### src/rtl/tone_sequencer_pkg.sv
// Shared types and constants for the tone sequencer and its note queue.
// Holds the FSM state encoding, field widths and the note-code clamp.
package tone_sequencer_pkg;

    typedef enum logic [1:0] {
        ST_IDLE = 2'd0,
        ST_LOAD = 2'd1,
        ST_PLAY = 2'd2,
        ST_GAP  = 2'd3
    } state_t;

    localparam int MAX_NOTE = 52;
    localparam int NOTE_W   = 6;
    localparam int LEN_W    = 8;
    localparam int OUT_W    = 16;
    localparam int ENTRY_W  = NOTE_W + LEN_W;

    localparam logic [NOTE_W-1:0] MAX_NOTE_CODE = NOTE_W'(MAX_NOTE);

    // Codes beyond the pitch table are turned into rests.
    function automatic logic [NOTE_W-1:0] clamp_note(input logic [NOTE_W-1:0] code);
        if (code > MAX_NOTE_CODE) begin
            return {NOTE_W{1'b0}};
        end else begin
            return code;
        end
    endfunction

endpackage

### src/rtl/tone_fifo.sv
// Synchronous note queue with flush, registered full/empty flags and a fill level.
// The head entry is visible on rd_data without a read latency.
module tone_fifo
    import tone_sequencer_pkg::*;
#(
    parameter int DEPTH = 8,
    parameter int W     = ENTRY_W,
    localparam int AW   = $clog2(DEPTH)
) (
    input  logic          CLK,
    input  logic          RSTN,
    input  logic          flush,
    input  logic          wr_en,
    input  logic [W-1:0]  wr_data,
    input  logic          rd_en,
    output logic [W-1:0]  rd_data,
    output logic          full,
    output logic          empty,
    output logic [AW:0]   level
);

    logic [W-1:0]  mem_r [DEPTH];
    logic [AW-1:0] wr_ptr_r;
    logic [AW-1:0] rd_ptr_r;
    logic [AW:0]   level_r;
    logic [AW:0]   level_next_s;
    logic          full_r;
    logic          empty_r;
    logic          wr_ok_s;
    logic          rd_ok_s;

    // A flush wins over both a push and a pop in the same cycle.
    assign wr_ok_s = wr_en & ~full_r & ~flush;
    assign rd_ok_s = rd_en & ~empty_r & ~flush;

    // Next fill level from the accepted push/pop pair.
    always_comb begin
        level_next_s = level_r;
        if (flush) begin
            level_next_s = {(AW+1){1'b0}};
        end else begin
            case ({wr_ok_s, rd_ok_s})
                2'b10:   level_next_s = level_r + {{AW{1'b0}}, 1'b1};
                2'b01:   level_next_s = level_r - {{AW{1'b0}}, 1'b1};
                default: level_next_s = level_r;
            endcase
        end
    end

    // Storage array; contents are qualified by the pointers so need no reset.
    always_ff @(posedge CLK) begin
        if (wr_ok_s) begin
            mem_r[wr_ptr_r] <= wr_data;
        end
    end

    // Pointers, level and flags.
    always_ff @(posedge CLK or negedge RSTN) begin
        if (!RSTN) begin
            wr_ptr_r <= {AW{1'b0}};
            rd_ptr_r <= {AW{1'b0}};
            level_r  <= {(AW+1){1'b0}};
            full_r   <= 1'b0;
            empty_r  <= 1'b1;
        end else begin
            if (flush) begin
                wr_ptr_r <= {AW{1'b0}};
                rd_ptr_r <= {AW{1'b0}};
            end else begin
                if (wr_ok_s) wr_ptr_r <= wr_ptr_r + {{(AW-1){1'b0}}, 1'b1};
                if (rd_ok_s) rd_ptr_r <= rd_ptr_r + {{(AW-1){1'b0}}, 1'b1};
            end
            level_r <= level_next_s;
            full_r  <= (level_next_s == (AW+1)'(DEPTH));
            empty_r <= (level_next_s == {(AW+1){1'b0}});
        end
    end

    assign rd_data = mem_r[rd_ptr_r];
    assign full    = full_r;
    assign empty   = empty_r;
    assign level   = level_r;

endmodule

### src/rtl/tone_sequencer.sv
// Plays queued {note, length} entries as timed pitch codes with a silent gap after each.
// Durations are counted in ticks of TICK_DIV clock cycles.
module tone_sequencer
    import tone_sequencer_pkg::*;
#(
    parameter int DEPTH     = 8,
    parameter int TICK_DIV  = 20000,
    parameter int GAP_TICKS = 2
) (
    input  logic              CLK,
    input  logic              RSTN,
    input  logic              wr_en,
    input  logic [NOTE_W-1:0] wr_note,
    input  logic [LEN_W-1:0]  wr_len,
    input  logic              abort,
    output logic              full,
    output logic              empty,
    output logic [OUT_W-1:0]  note,
    output logic              busy,
    output logic              done
);

    localparam int PW = (TICK_DIV > 1) ? $clog2(TICK_DIV) : 1;
    localparam int AW = $clog2(DEPTH);
    localparam logic [PW-1:0]    PRESC_LAST = PW'(TICK_DIV - 1);
    localparam logic [LEN_W-1:0] GAP_LAST   = LEN_W'(GAP_TICKS - 1);
    localparam bit               HAS_GAP    = (GAP_TICKS > 0);

    state_t              state_r;
    state_t              state_next_s;
    logic [PW-1:0]       presc_r;
    logic [LEN_W-1:0]    tick_r;
    logic [LEN_W-1:0]    len_r;
    logic [NOTE_W-1:0]   pitch_r;
    logic [OUT_W-1:0]    note_r;
    logic                busy_r;
    logic                done_r;
    logic [OUT_W-1:0]    note_next_s;
    logic                busy_next_s;
    logic                done_next_s;
    logic [ENTRY_W-1:0]  head_s;
    logic [NOTE_W-1:0]   head_note_s;
    logic [LEN_W-1:0]    head_len_s;
    logic [AW:0]         level_s;
    logic                more_s;
    logic                tick_end_s;
    logic                play_end_s;
    logic                gap_end_s;

    tone_fifo #(
        .DEPTH (DEPTH),
        .W     (ENTRY_W)
    ) u_fifo (
        .CLK     (CLK),
        .RSTN    (RSTN),
        .flush   (abort),
        .wr_en   (wr_en),
        .wr_data ({clamp_note(wr_note), wr_len}),
        .rd_en   (state_r == ST_LOAD),
        .rd_data (head_s),
        .full    (full),
        .empty   (empty),
        .level   (level_s)
    );

    assign head_note_s = head_s[ENTRY_W-1 -: NOTE_W];
    assign head_len_s  = head_s[LEN_W-1:0];
    // In LOAD the head is being popped, so another entry exists only if more than one is queued.
    assign more_s      = (level_s > (AW+1)'(1));
    assign tick_end_s  = (presc_r == PRESC_LAST);
    assign play_end_s  = tick_end_s && (tick_r == (len_r - 8'd1));
    assign gap_end_s   = tick_end_s && (tick_r == GAP_LAST);

    // State register.
    always_ff @(posedge CLK or negedge RSTN) begin
        if (!RSTN) begin
            state_r <= ST_IDLE;
        end else begin
            state_r <= state_next_s;
        end
    end

    // Next-state logic; abort overrides every other event.
    always_comb begin
        state_next_s = state_r;
        if (abort) begin
            state_next_s = ST_IDLE;
        end else begin
            case (state_r)
                ST_IDLE: state_next_s = empty ? ST_IDLE : ST_LOAD;
                ST_LOAD: begin
                    if (head_len_s == {LEN_W{1'b0}}) begin
                        state_next_s = more_s ? ST_LOAD : ST_IDLE;
                    end else begin
                        state_next_s = ST_PLAY;
                    end
                end
                ST_PLAY: begin
                    if (!play_end_s) begin
                        state_next_s = ST_PLAY;
                    end else if (HAS_GAP) begin
                        state_next_s = ST_GAP;
                    end else begin
                        state_next_s = empty ? ST_IDLE : ST_LOAD;
                    end
                end
                ST_GAP: begin
                    if (gap_end_s) begin
                        state_next_s = empty ? ST_IDLE : ST_LOAD;
                    end else begin
                        state_next_s = ST_GAP;
                    end
                end
                default: state_next_s = ST_IDLE;
            endcase
        end
    end

    // Output decode from the upcoming state so the registered outputs change on entry.
    always_comb begin
        note_next_s = {OUT_W{1'b0}};
        busy_next_s = (state_next_s != ST_IDLE);
        done_next_s = 1'b0;
        if (state_next_s == ST_PLAY) begin
            note_next_s = {{(OUT_W-NOTE_W){1'b0}},
                           (state_r == ST_LOAD) ? head_note_s : pitch_r};
        end else begin
            note_next_s = {OUT_W{1'b0}};
        end
        if (!abort && (state_next_s == ST_IDLE) &&
            ((state_r == ST_PLAY) || (state_r == ST_GAP))) begin
            done_next_s = 1'b1;
        end else begin
            done_next_s = 1'b0;
        end
    end

    // Output registers and the entry latched during LOAD.
    always_ff @(posedge CLK or negedge RSTN) begin
        if (!RSTN) begin
            note_r  <= {OUT_W{1'b0}};
            busy_r  <= 1'b0;
            done_r  <= 1'b0;
            pitch_r <= {NOTE_W{1'b0}};
            len_r   <= {LEN_W{1'b0}};
        end else begin
            note_r <= note_next_s;
            busy_r <= busy_next_s;
            done_r <= done_next_s;
            if (state_r == ST_LOAD) begin
                pitch_r <= head_note_s;
                len_r   <= head_len_s;
            end
        end
    end

    // Prescaler and tick counter; held clear outside PLAY/GAP and on every state change.
    always_ff @(posedge CLK or negedge RSTN) begin
        if (!RSTN) begin
            presc_r <= {PW{1'b0}};
            tick_r  <= {LEN_W{1'b0}};
        end else if ((state_next_s != state_r) || (state_r == ST_IDLE) ||
                     (state_r == ST_LOAD)) begin
            presc_r <= {PW{1'b0}};
            tick_r  <= {LEN_W{1'b0}};
        end else if (tick_end_s) begin
            presc_r <= {PW{1'b0}};
            tick_r  <= tick_r + 8'd1;
        end else begin
            presc_r <= presc_r + {{(PW-1){1'b0}}, 1'b1};
        end
    end

    assign note = note_r;
    assign busy = busy_r;
    assign done = done_r;

endmodule

### config.mk
export PLATFORM = sky130hd
export DESIGN_NAME = tone_sequencer
export DESIGN_NICKNAME = d
export VERILOG_FILES = /design/src/rtl/tone_sequencer_pkg.sv /design/src/rtl/tone_fifo.sv /design/src/rtl/tone_sequencer.sv
export SDC_FILE = /design/constraint.sdc
export NUM_CORES = 1
export LEC_CHECK = 0
export BUFFER_PORTS_ARGS = -buffer_cell sky130_fd_sc_hd__clkbuf_2
export CAP_MARGIN = 5
export CORE_UTILIZATION = 55
export CTS_BUF_LIST = sky130_fd_sc_hd__clkbuf_16
export CTS_CLUSTER_SIZE = 40
export DETAILED_ROUTE_END_ITERATION = 12
export GPL_TIMING_DRIVEN = 1
export PLACE_DENSITY = 0.73
export SLEW_MARGIN = 10
export SYNTH_ARGS = -nofsm -noshare
export SYNTH_HDL_FRONTEND = slang
export SYNTH_SLANG_ARGS = --single-unit
export TNS_END_PERCENT = 10
### constraint.sdc
create_clock -name CLK -period 2.25 [get_ports CLK]
set_input_delay 0 -clock CLK [delete_from_list [all_inputs] [get_ports CLK]]
set_output_delay 0 -clock CLK [all_outputs]
set_load 0.03 [all_outputs]
# --- Yosys cells after proc, flatten, opt, wreduce, memory -nomap -nowiden ---
# Memories as Yosys holds them, arrays and structs flattened.
# Cells that the tools add are included.
word_totals:
  latch_bits: 0
  romBits: 0
  out_inout_bits: 20
  register_bits: 69
  n_memories: 1
  in_bits: 18
  mem_bits_rw: 112
classes:
  n_bitwise: 7
  div_mod_pow: 0
  reduce_logical: 16
  n_lt_le_gt_ge: 2
  n_mul: 0
  n_eq_ne: 11
  mux: 23
  shift: 0
  addsub: 7
mem_list:
  columns: ["memory", "depth", "width", "rd", "rd_clocked_by_memory_dff", "write_ports", "line_no", "source"]
  rows:
  - ["u_fifo.mem_r", 8, 14, 1, 0, 1, "tone_fifo.sv:22", "logic [W-1:0] mem_r [DEPTH];"]
op_table:
  columns: ["operator", "n"]
  rows:
  - ["15-bit 2-to-1 mux", 2]
  - ["6-bit 2-to-1 mux", 3]
  - ["8-bit 2-to-1 mux", 2]
  - ["15-bit by 1-bit adder with 15-bit output (second input constant)", 1]
  - ["15-bit == test (second input constant)", 1]
  - ["3-bit 2-to-1 mux", 4]
  - ["8-bit by 1-bit adder with 8-bit output (second input constant)", 1]
  - ["2-bit == test (second input constant)", 4]
  - ["8-bit by 1-bit == test with 1-bit output (second input constant)", 1]
  - ["8-bit == test", 1]
  - ["8-bit logical NOT", 1]
  - ["2-bit one-hot mux with 4 select lines", 1]
  - ["4-bit one-hot mux with 2 select lines", 1]
  - ["2-bit nonzero test", 4]
  - ["8-bit by 1-bit subtractor with 8-bit output (second input constant)", 1]
  - ["3-bit by 1-bit adder with 3-bit output (second input constant)", 2]
  - ["6-bit > comparator (second input constant)", 1]
  - ["1-bit 2-to-1 mux", 6]
  - ["2-bit 2-to-1 mux", 3]
  - ["4-bit by 1-bit adder with 4-bit output (second input constant)", 1]
  - ["1-bit bitwise AND", 4]
  - ["2-bit by 1-bit == test with 1-bit output (second input constant)", 2]
  - ["4-bit == test (second input constant)", 1]
  - ["4-bit by 1-bit > comparator with 1-bit output (second input constant)", 1]
  - ["other kinds (9)", 17]

# --- Logic depth before layout (Yosys ltp) ---
# Gate-level depths: netlist (run 1).
depth:
  word_depth: 10
  ltp_mapped: 11
  depth_no_buf: 9

# --- By module ---
# From an unflattened synthesis (run 1), not the netlist that was laid out.
hier_totals:
  hier_cells: 480
  hier_area_um2: 7508.5
modules_own_cells:
  columns: ["module", "area_each_um2", "seq_area_each_um2", "n_inst", "cells_each"]
  rows:
  - ["tone_fifo", 4972.3, 3664.8, 1, 244]
  - ["tone_sequencer", 2536.2, 1176.1, 1, 236]

# --- Worst setup path before layout (run 1) ---
# OpenSTA, ideal clock, no wires.
synth_timing:
  path_type: "reg2reg"
  start: "register len_r[0]"
  end: "register state_r[0]"
  period_less_slack_ns: 2.503
  path_buffers: 0
  slack_ns: -0.253
  path_stages_with_launch: 9
  setup_time_ns: 0.077
  arrival_ns: 2.426
  cell_sequence: "dfrtp_1 > inv_1 > ha_1 > or3b_1 > or4_1 > a211oi_2 > nand2b_1 > or4b_1 > a21oi_1"
synth_via:
  elab_chain_cells: 6
synth_rtl:
  columns: ["element", "line_no", "source"]
  rows:
  - ["start: declaration", "tone_sequencer.sv:33", "logic [LEN_W-1:0] len_r;"]
  - ["start signal: assignment", "tone_sequencer.sv:145", "len_r <= {LEN_W{1'b0}};"]
  - ["start signal: assignment", "tone_sequencer.sv:152", "len_r <= head_len_s;"]
  - ["8-bit by 1-bit subtractor with 8-bit output", "tone_sequencer.sv:71", "assign play_end_s = tick_end_s && (tick_r == (len_r - 8'd1));"]
  - ["8-bit == test", "tone_sequencer.sv:71", null]
  - ["1-bit logical AND", "tone_sequencer.sv:71", null]
  - ["1-bit 2-to-1 mux", "tone_sequencer.sv:99", "if (!play_end_s) begin"]
  - ["2-bit one-hot mux with 4 select lines", "tone_sequencer.sv:89", "case (state_r)"]
  - ["2-bit 2-to-1 mux", "tone_sequencer.sv:86", "if (abort) begin"]
  - ["net state_next_s[0]", "tone_sequencer.sv:30", "state_t state_next_s;"]
  - ["end signal: assignment", "tone_sequencer.sv:79", "state_r <= state_next_s;"]
  - ["end: declaration", "tone_sequencer.sv:29", "state_t state_r;"]
# The timed path passes the listed nets, and every way through them passes these cells.
# A chain may end at the register's enable or synchronous reset.

# --- Final worst setup path (run 1) ---
# Same ends and word-level chain as after synthesis.

==> results of run 1 <==
[per-layer routing]
metal	vias up	part of all wire, %
met3	16	3.6
met4	0	1.4
met5	-	0
met1	2206	43
met2	97	52
li1	2068	-
[per-stage QoR]
stage | area, sq um | utilization (%)
6_report | 8750 | 66.3
3_5_place_dp | 7960 | 60.4
3_3_place_gp | 7960 | 60.4
4_1_cts | 8670 | 65.7
5_1_grt | 8750 | 66.3
2_1_floorplan | 7440 | -
[final cells by class]
| type | instances | area (sq um) | area share (%) |
|---|---|---|---|
| clock buffers | 17 | 425 | 4.86 |
| inverters | 8 | 30.0 | 0.343 |
| multi-input cells | 320 | 2480 | 28.4 |
| flip-flops and latches | 171 | 4840 | 55.4 |
| repair buffers | 76 | 581 | 6.64 |
| well taps | 176 | 220 | 2.52 |
| clock inverters | 15 | 164 | 1.87 |
[flip-flops by register name (all words and copies together), names as in the netlist, 2 cells and up]
signal           cells
u_fifo.level         4
u_fifo.mem_r       112
u_fifo.rd_ptr_r      3
u_fifo.wr_ptr_r      3
note                 6
state_r              2
pitch_r              6
presc_r             15
tick_r               8
len_r                8
[Yosys cell counts (all sizes together) (2+ instances only)]
cell    number
a211oi       3
a21boi       6
a21oi       12
a22oi        2
and2         8
and3         2
and4         5
buf         17
clkbuf      13
dfrtp       58
edfxtp     112
ha          11
inv          8
mux2i       18
mux4        24
nand2       41
nand2b       9
nand3       10
nand3b       2
nand4        5
nand4b       2
nor2        42
nor2b        7
nor3        19
nor4         3
nor4b        2
o211ai       2
o21ai       18
o22ai        4
o31ai        2
or3          2
or4b         2
xnor2       15
xor2        17
[cell families (layout without fill, tap and decap cells)]
group,after synthesis,in the layout,share of synthesized area [%]
compound gates,57,57,4.97
xor+xnor,32,32,3.79
fa+ha+maj,11,11,1.86
buf+inv,38,116,2.54
flops,171,171,65.4
mux,42,42,9.74
other cells,1,10,0.0507
simple gates,168,168,11.6
[worst max path at each step]
stage	start	cells after the start	slack (ps)	to
3_5_place_dp	len_r[0]	8	-210	state_r[0]
3_3_place_gp	len_r[0]	8	-120	state_r[0]
4_1_cts	len_r[0]	8	-240	state_r[0]
5_1_grt	len_r[1]	8	-340	state_r[0]
6_report	len_r[0]	8	-250	state_r[0]
2_1_floorplan	len_r[0]	8	-150	state_r[0]
[power by group]
group | internal, uW | total (uW) | switching (uW)
logic | 431 | 1020 | 589
clock network | 1660 | 2910 | 1250
registers | 3540 | 3660 | 116
total | 5630 | 7590 | 1950
[timing repair]
| item | CTS | global route |
|---|---|---|
| endpoints found under the setup margin | 9 | 19 |
| buffers inserted | 0 | 2 |
| hold buffers | 11 | 0 |
| cloned | 0 | 0 |
| resized for setup | 7 | 13 |
| pin swaps | 3 | 3 |
| hold endpoints to repair | 92 | 0 |
[worst max-delay path: cells and delay by family, from the launching register on]
family	cells	cell delay, ps
AO/OA/AOI/OAI	2	390
adder cells (fa/ha/maj)	1	160
buffers and inverters	1	60
flip-flops	1	390
AND/OR/NAND/NOR	4	1440
==> qor.yml, run 1 <==
status: "finished, violations left"
violations: "setup timing"
fp-row-count: 42
r2r_cells: 8
drt-wirelength-per-cell_microns: 18.2
synth.avg_cell_area_sq_um: 14.2
setup_viol: 16
worstPathCellList: "inv_1 > ha_2 > or3b_4 > or4_4 > a211oi_4 > nand2b_1 > or4b_1 > a21oi_2"
area_delta_synth_final_pct: 18.2
crit_fanout: 3
cts_made_buffers: 17
crit_type: "flop to flop"
fillers: 931
final_common_cell: "edfxtp_1"
cts_buffer_depth: 2
rsz0062_at_grt: "yes"
ys.flop_type: "edfxtp_1"
synth_top_area_cell: "edfxtp_1"
grt_max_degree: 37
grt_pass1_wl_microns: 23700
yosysSeqAreaShare_pct: 65.4
crit_slowest_cell: "or4b_1"
min_period_ps: 2500
crit_required_ps: 2610
drt-total-wl_microns: 14200
drive_gt1_share_pct: 22.2
vias: 4387
synth_top_cells_by_area: "edfxtp_1, dfrtp_1, mux4_2"
end_kind: "flop"
postSynthCellCount: 520
diodes: 0
layout_setup_ws_ps: -254
p_leak_uw: 0.00319
hold_path_class: "input pin to flop"
grt_overflow_total: 0
grt_use_met2_pct: 38.2
gr-max-usage-layer: "met2"
met3_usage_pct: 5.28
syn_area_sq_um: 7400
hold_slack_ps: 49.7
ir_drop_mv: 0.742
skew_ps: 9.59
fp.dieW_microns: 118
pre_cts_ws_ps: -208
dr.pass1.iters: 4
r2r_setup_slack_ps: -250
drcViolationCount: 0
cts_tree: "yes"
floorplan.initialDensity_pct: 56.1
cap_violations: 0
p_total_uw: 7590
max_stage_delay_ps: 500
io_buffers: 27
fin_setup_tns_ps: -2060
drt-vias-per-instance: 5.60
hold_start: "wr_note[2]"
grt_pass1_vias: 4730
final_hold_viol_count: 0
drt_iter0_markers: 223
boundaryPins: 38
htreeDepth: 4
antenna_left: 0
place.gp.congestion: 0.786
core_area_sq_um: 13200
ys_seq_elements: 171
relSlewSlack_pct: 56.8
dp.cells: 738
hpwl_microns: 9080
reg2reg_to: "state_r[0]"
worst_skew_pair.late_latency_ps: 430
die_y_microns: 118
fp.dieArea_sq_um: 13900
clockRootBuffer: "clkbuf_16"
async_flop_share_pct: 34.5
clock_sinks: 171
synth_warnings: 0
grtUsageTotal_pct: 22.7
hold_end: "u_fifo.mem_r[1][10]"
maxClockFrequency_mhz: 399
period_share_pct: 111
grt_use_met1_pct: 28.5
start_kind: "flop"
holdPathStages: 2
synth.distinct_cells: 55
drv_slew: 0
antenna_found_initial: 0
synth_top_area_share_pct: 45.5
arrival_ps: 2870
fin_nets: 623
fin_cells: 783
tightest_slew_ps: 648
p_per_area_nw_per_um2: 867
clk_pin_slew_ps: 60
synth_edf_count: 112
r2r-start: "len_r[0]"
final_cell_mix: "edfxtp_1, dfrtp_1, nor2_1, nand2_1, buf_4"
Power figures use the tool's default switching activity.
==> run 2: changes to the inputs <==
- PLACE_DENSITY: 0.73 -> 0.76
==> run 2 against run 1 <==
Against the previous run:
- the flow still finishes with violations (setup timing)
- clock power is 6.9% higher
- sequential share of layout area is 0.21 points lower
- first-iteration DRC count is 13% lower
- flip-flop and latch count stayed put
- critical path type unchanged
- combinational power hardly changed
- register-to-register slack hardly changed
- clock skew is 9.5 ps higher
- final area is 0.36% higher
- highest routed layer unchanged
- die area stayed put
- core utilization is 0.24 points higher
- hold slack worse by 1.9 ps
- power is 2.8% higher
==> qor.yml, run 2 (synthesized netlist as in run 1, its figures left out) <==
status: "finished, violations left"  # unchanged
violations: "setup timing"  # unchanged
final_area_sq_um: 8780  # was 8750 sq um
cts_tree: "yes"  # unchanged
grt_overflow_total: 0  # unchanged
final_cell_mix: "edfxtp_1, dfrtp_1, nor2_1, nand2_1, buf_4"  # unchanged
final_common_cell: "edfxtp_1"  # unchanged
grt_pass1_vias: 4534  # was 4,730
crit_type: "flop to flop"  # unchanged
tightest_slew_ps: 528  # was 648 ps
fp-row-count: 42  # unchanged
holdPathStages: 4  # was 2
clk_pin_slew_ps: 70  # was 60 ps
start_kind: "flop"  # unchanged
clkPwrFrac_pct: 39.8  # was 38.3%
min_period_ps: 2520  # was 2500 ps
floorplan.initialDensity_pct: 56.1  # unchanged
hold_path_class: "input pin to flop"  # unchanged
relSlewSlack_pct: 64.3  # was 56.8%
clock_sinks: 171  # unchanged
end_kind: "flop"  # unchanged
antenna_left: 0  # unchanged
p_sw_uw: 1930  # was 1950 uW
rsz0062_at_grt: "yes"  # unchanged
drive_gt1_share_pct: 23.2  # was 22.2%
place.gp.congestion: 0.851  # was 0.786
drt-vias-per-instance: 5.60  # about the same
largest_reg_flops: 112  # unchanged
boundaryPins: 38  # unchanged
crit_path_start: "len_r[0]"  # unchanged
io_buffers: 27  # unchanged
cts_buffer_depth: 2  # unchanged
ir_drop_mv: 1.21  # was 0.742 mV
drt-total-wl_microns: 14300  # was 14,200 microns
r2r_setup_slack_ps: -270  # was -250 ps
maxClockFrequency_mhz: 397  # was 399 MHz
p_per_area_nw_per_um2: 888  # was 867 nW/um^2
drcViolationCount: 0  # unchanged
p_total_uw: 7800  # was 7590 uW
final_hold_viol_count: 0  # unchanged
drt-wirelength-per-cell_microns: 18.3  # was 18.2 microns
arrival_ps: 2860  # was 2870 ps
grt_pass1_wl_microns: 23200  # was 23,700 microns
grtUsageTotal_pct: 22.1  # was 22.7%
reg_top3: "u_fifo.mem_r (112), presc_r (15)"  # unchanged
die_y_microns: 118  # unchanged
area_delta_synth_final_pct: 18.6  # was 18.2%
pwr-share-comb_pct: 13.3  # was 13.4%
dpl-instance-area_sq_um: 7950  # was 7960 sq um
fin_nets: 624  # was 623
hpwl_microns: 9230  # was 9080 microns
fp.dieArea_sq_um: 13900  # unchanged
seqPwrFrac_pct: 46.9  # was 48.3%
setup_viol: 9  # was 16
pre_cts_ws_ps: -178  # was -208 ps
skew_ps: 19.1  # was 9.59 ps
antenna_found_initial: 0  # unchanged
r2r-start: "len_r[0]"  # unchanged
clockRootBuffer: "clkbuf_16"  # unchanged
cts_made_buffers: 17  # unchanged
core_area_sq_um: 13200  # unchanged
p_leak_uw: 0.00321  # was 0.00319 uW
r2r_cells: 8  # unchanged
fp.dieW_microns: 118  # unchanged
drt_iter0_markers: 194  # was 223
dr.pass1.iters: 4  # unchanged
period_share_pct: 112  # was 111%
hold_start: "wr_en"  # was wr_note[2]
final_util_pct: 66.6  # was 66.3%
htreeDepth: 4  # unchanged
cap_violations: 0  # unchanged
layout_setup_ws_ps: -267  # was -254 ps
diodes: 0  # unchanged
worst_skew_pair.late_latency_ps: 430  # about the same
p_sw_share_pct: 24.7  # was 25.7%
vias: 4387  # unchanged
p_int_uw: 5870  # was 5630 uW
grt_max_degree: 38  # was 37
hold_slack_ps: 47.8  # was 49.7 ps
crit_required_ps: 2590  # was 2610 ps
top_register: "u_fifo.mem_r"  # unchanged
crit_fanout: 3  # unchanged
drv_slew: 0  # unchanged
run 2: changes by cell type in the layout (fill, tap and decap cells not counted), sizes merged:
cell         before  now
bufinv            2    4
inv              17   15
clkinv            4    3
clkinvlp          0    1
dlygate4sd3      11   12
run 2: path summary, 6_finish.rpt:
kind	to
worst min-delay path	u_fifo.wr_ptr_r[0]
worst max register to register	state_r[0]
max in group asynchronous	state_r[1]
min in group asynchronous	u_fifo.rd_ptr_r[1]
worst max-delay path	state_r[0]
worst min register to register	presc_r[0]
run 2: area by class of cell:
type | count | area, sq um
well taps | 176 | 220
clock buffers | 17 | 425
flip-flops and latches | 171 | 4840
multi-input cells | 320 | 2470
repair buffers | 77 | 578
clock inverters | 15 | 209
inverters | 8 | 30.0
fillers | 911 | 4410
run 2: layer usage:
layer | vias to the layer above | global-route usage [%] | part of all wire, %
met5 | - | 0 | 0
met4 | 0 | 8.81 | 0.98
met3 | 16 | 5.14 | 4.6
met2 | 101 | 36.7 | 52
met1 | 2202 | 28.2 | 43
li1 | 2068 | - | -
run 2: metrics by stage:
stage / setup TNS (ps) / std cells
floorplan: -2360 / 529
finish: -1560 / 784
detailed placement: -971 / 738
CTS: -1070 / 782
global route: -3040 / 784
global placement: -703 / 738
run 2: critical path, stage by stage (launching register included):
cell and delay [ps]:
dfrtp_1 390, inv_1 70, ha_2 170, or3b_4 370
or4_4 440, a211oi_4 260, nand2b_1 130, or4b_4 500
a21oi_2 130
run 2: power groups by stage:
stage	clock network [uW]	logic, uW	registers, uW
after floorplan	0	574	3740
after global placement	0	893	3700
after detailed placement	0	930	3720
after CTS	3150	961	3650
after global routing	3280	1130	3680
final	3110	1030	3660
run 2: repair_timing:
action | 4_1_cts | 5_1_grt
hold endpoints to repair | 129 | 0
gates resized for setup | 6 | 16
pin swaps | 5 | 4
endpoints found under the setup margin | 8 | 20
buffers inserted | 0 | 2
hold buffers | 12 | 0
==> run 3: changes to the inputs <==
- REMOVE_ABC_BUFFERS: default -> 1
- clock period: 2.25 -> 2.04 ns (I/O delays scaled with it)
==> run 3 against run 2 <==
Against the previous run:
- the flow still finishes with violations (setup timing)
- sequential share of layout area down 2.0 points
- core utilization up 2.4 points
- register-to-register slack got worse by 350 ps
- sequential power up 9.8%
- highest routed layer unchanged
==> qor.yml, run 3 (synthesized netlist as in run 1, its figures left out) <==
crit_required_ps: 2390  # was 2590 ps
vias: 4529  # was 4,387
dr.pass1.iters: 5  # was 4
drcViolationCount: 0  # unchanged
reg_top3: "u_fifo.mem_r (112), presc_r (15)"  # unchanged
grtUsageTotal_pct: 22.8  # was 22.1%
cts_setup_buffers: 0  # unchanged
relSlewSlack_pct: 56.8  # was 64.3%
grt_overflow_total: 0  # unchanged
die_y_microns: 118  # unchanged
grt_max_degree: 37  # was 38
drive_gt1_share_pct: 27.3  # was 23.2%
skew_ps: 7.84  # was 19.1 ps
drt-total-wl_microns: 14800  # was 14,300 microns
cts_made_buffers: 17  # unchanged
drt-wirelength-per-cell_microns: 18.4  # was 18.3 microns
hpwl_microns: 9380  # was 9230 microns
drt_iter0_markers: 298  # was 194
io_buffers: 27  # unchanged
fp.dieArea_sq_um: 13900  # unchanged
cts_buffer_depth: 2  # unchanged
crit_type: "flop to flop"  # unchanged
top_register: "u_fifo.mem_r"  # unchanged
min_period_ps: 2660  # was 2520 ps
worst_skew_pair.late_latency_ps: 430  # about the same
layout_setup_ws_ps: -618  # was -267 ps
fin_nets: 648  # was 624
crit_fanout: 3  # unchanged
clock_sinks: 171  # unchanged
arrival_ps: 3010  # was 2860 ps
fp.dieW_microns: 118  # unchanged
final_cell_mix: "edfxtp_1, dfrtp_1, buf_4, nor2_1, nand2_1"  # was edfxtp_1, dfrtp_1, nor2_1, nand2_1, buf_4
hold_slack_ps: 56.1  # was 47.8 ps
area_delta_synth_final_pct: 23.0  # was 18.6%
setup_viol: 18  # was 9
place.gp.congestion: 0.849  # was 0.851
final_common_cell: "edfxtp_1"  # unchanged
start_kind: "flop"  # unchanged
maxClockFrequency_mhz: 376  # was 397 MHz
p_total_uw: 8610  # was 7800 uW
fp-row-count: 42  # unchanged
final_util_pct: 69.0  # was 66.6%
drt-vias-per-instance: 5.61  # was 5.60
rsz0062_at_grt: "yes"  # unchanged
grt_pass1_vias: 4655  # was 4,534
floorplan.initialDensity_pct: 56.1  # unchanged
boundaryPins: 38  # unchanged
p_leak_uw: 0.00334  # was 0.00321 uW
clk_pin_slew_ps: 70  # about the same
antenna_found_initial: 0  # unchanged
clockRootBuffer: "clkbuf_16"  # unchanged
violations: "setup timing"  # unchanged
fin_setup_tns_ps: -6890  # was -1560 ps
end_kind: "flop"  # unchanged
tightest_slew_ps: 647  # was 528 ps
final_hold_viol_count: 0  # unchanged
hold_path_class: "input pin to flop"  # unchanged
cts_tree: "yes"  # unchanged
core_area_sq_um: 13200  # unchanged
grt_pass1_wl_microns: 23800  # was 23,200 microns
p_per_area_nw_per_um2: 946  # was 888 nW/um^2
period_share_pct: 130  # was 112%
htreeDepth: 4  # unchanged
antenna_left: 0  # unchanged
status: "finished, violations left"  # unchanged
cap_violations: 0  # unchanged
ir_drop_mv: 1.56  # was 1.21 mV
drv_slew: 0  # unchanged
diodes: 0  # unchanged
largest_reg_flops: 112  # unchanged
[run 3: cell types whose count changed in the layout (fill, tap and decap cells not counted), moves of 2 or more]
cell,before,now
buf_12,3,12
buf_4,35,50
clkinvlp_4,1,4
inv_6,3,1
mux2i_4,0,2
nor4_1,3,1
nor4_2,0,2
[run 3: path summary, 6_finish.rpt]
kind | start | to | depth (start not counted) | slack (ps)
min in group asynchronous | RSTN | busy | 2 | 130
min reg2reg | pitch_r[2] | pitch_r[2] | 2 | 490
max | len_r[0] | state_r[0] | 8 | -620
max in group asynchronous | RSTN | note[0] | 3 | 1300
max reg2reg | len_r[0] | state_r[0] | 8 | -620
min | wr_note[5] | u_fifo.mem_r[1][13] | 2 | 60
[run 3: area by class of cell]
cell class                      instances  area [sq um]
Clock inverter                         14           186
Sequential cell                       171          4840
Multi-Input combinational cell        320          2530
Timing Repair Buffer                  101           872
Fill cell                             873          4090
Inverter                                8          30.0
Tap cell                              176           220
Clock buffer                           17           425
[run 3: per-layer routing]
metal | up-vias | routed length [microns] | global-route usage (%)
met4 | 0 | 285 | 8.89
met3 | 26 | 686 | 5.52
met2 | 121 | 7580 | 37.3
met5 | - | 0 | 0
li1 | 2116 | - | -
met1 | 2266 | 6300 | 29.4
[run 3: timing repair]
action / in CTS / in global routing
hold buffers: 11 / 0
endpoints found under the hold margin: 93 / 0
endpoints found under the setup margin: 20 / 28
pin swaps: 4 / 4
gates resized for setup: 13 / 20
[run 3: per-stage QoR]
| step | area (sq um) | cells | worst slack, ps |
|---|---|---|---|
| detailed placement | 8260 | 765 | -561 |
| floorplan | 7280 | 499 | -850 |
| global placement | 8260 | 765 | -424 |
| finish | 9100 | 807 | -618 |
| CTS | 9040 | 807 | -584 |
| global route | 9100 | 807 | -692 |
[run 3: report_power, final]
group | total (uW) | leakage, uW | internal [uW] | switching (uW)
clock | 3320 | 0.000287 | 1950 | 1370
sequential | 4020 | 0.00181 | 3910 | 116
combinational | 1270 | 0.00125 | 563 | 702
total | 8610 | 0.00334 | 6420 | 2180
[run 3: critical path, cell delays in order (launching register included)]
cell,delay (ps)
dfrtp_1,380
inv_1,60
ha_2,170
or3b_4,390
or4_4,520
a211oi_4,280
nand2b_1,150
or4b_4,510
a21oi_2,140
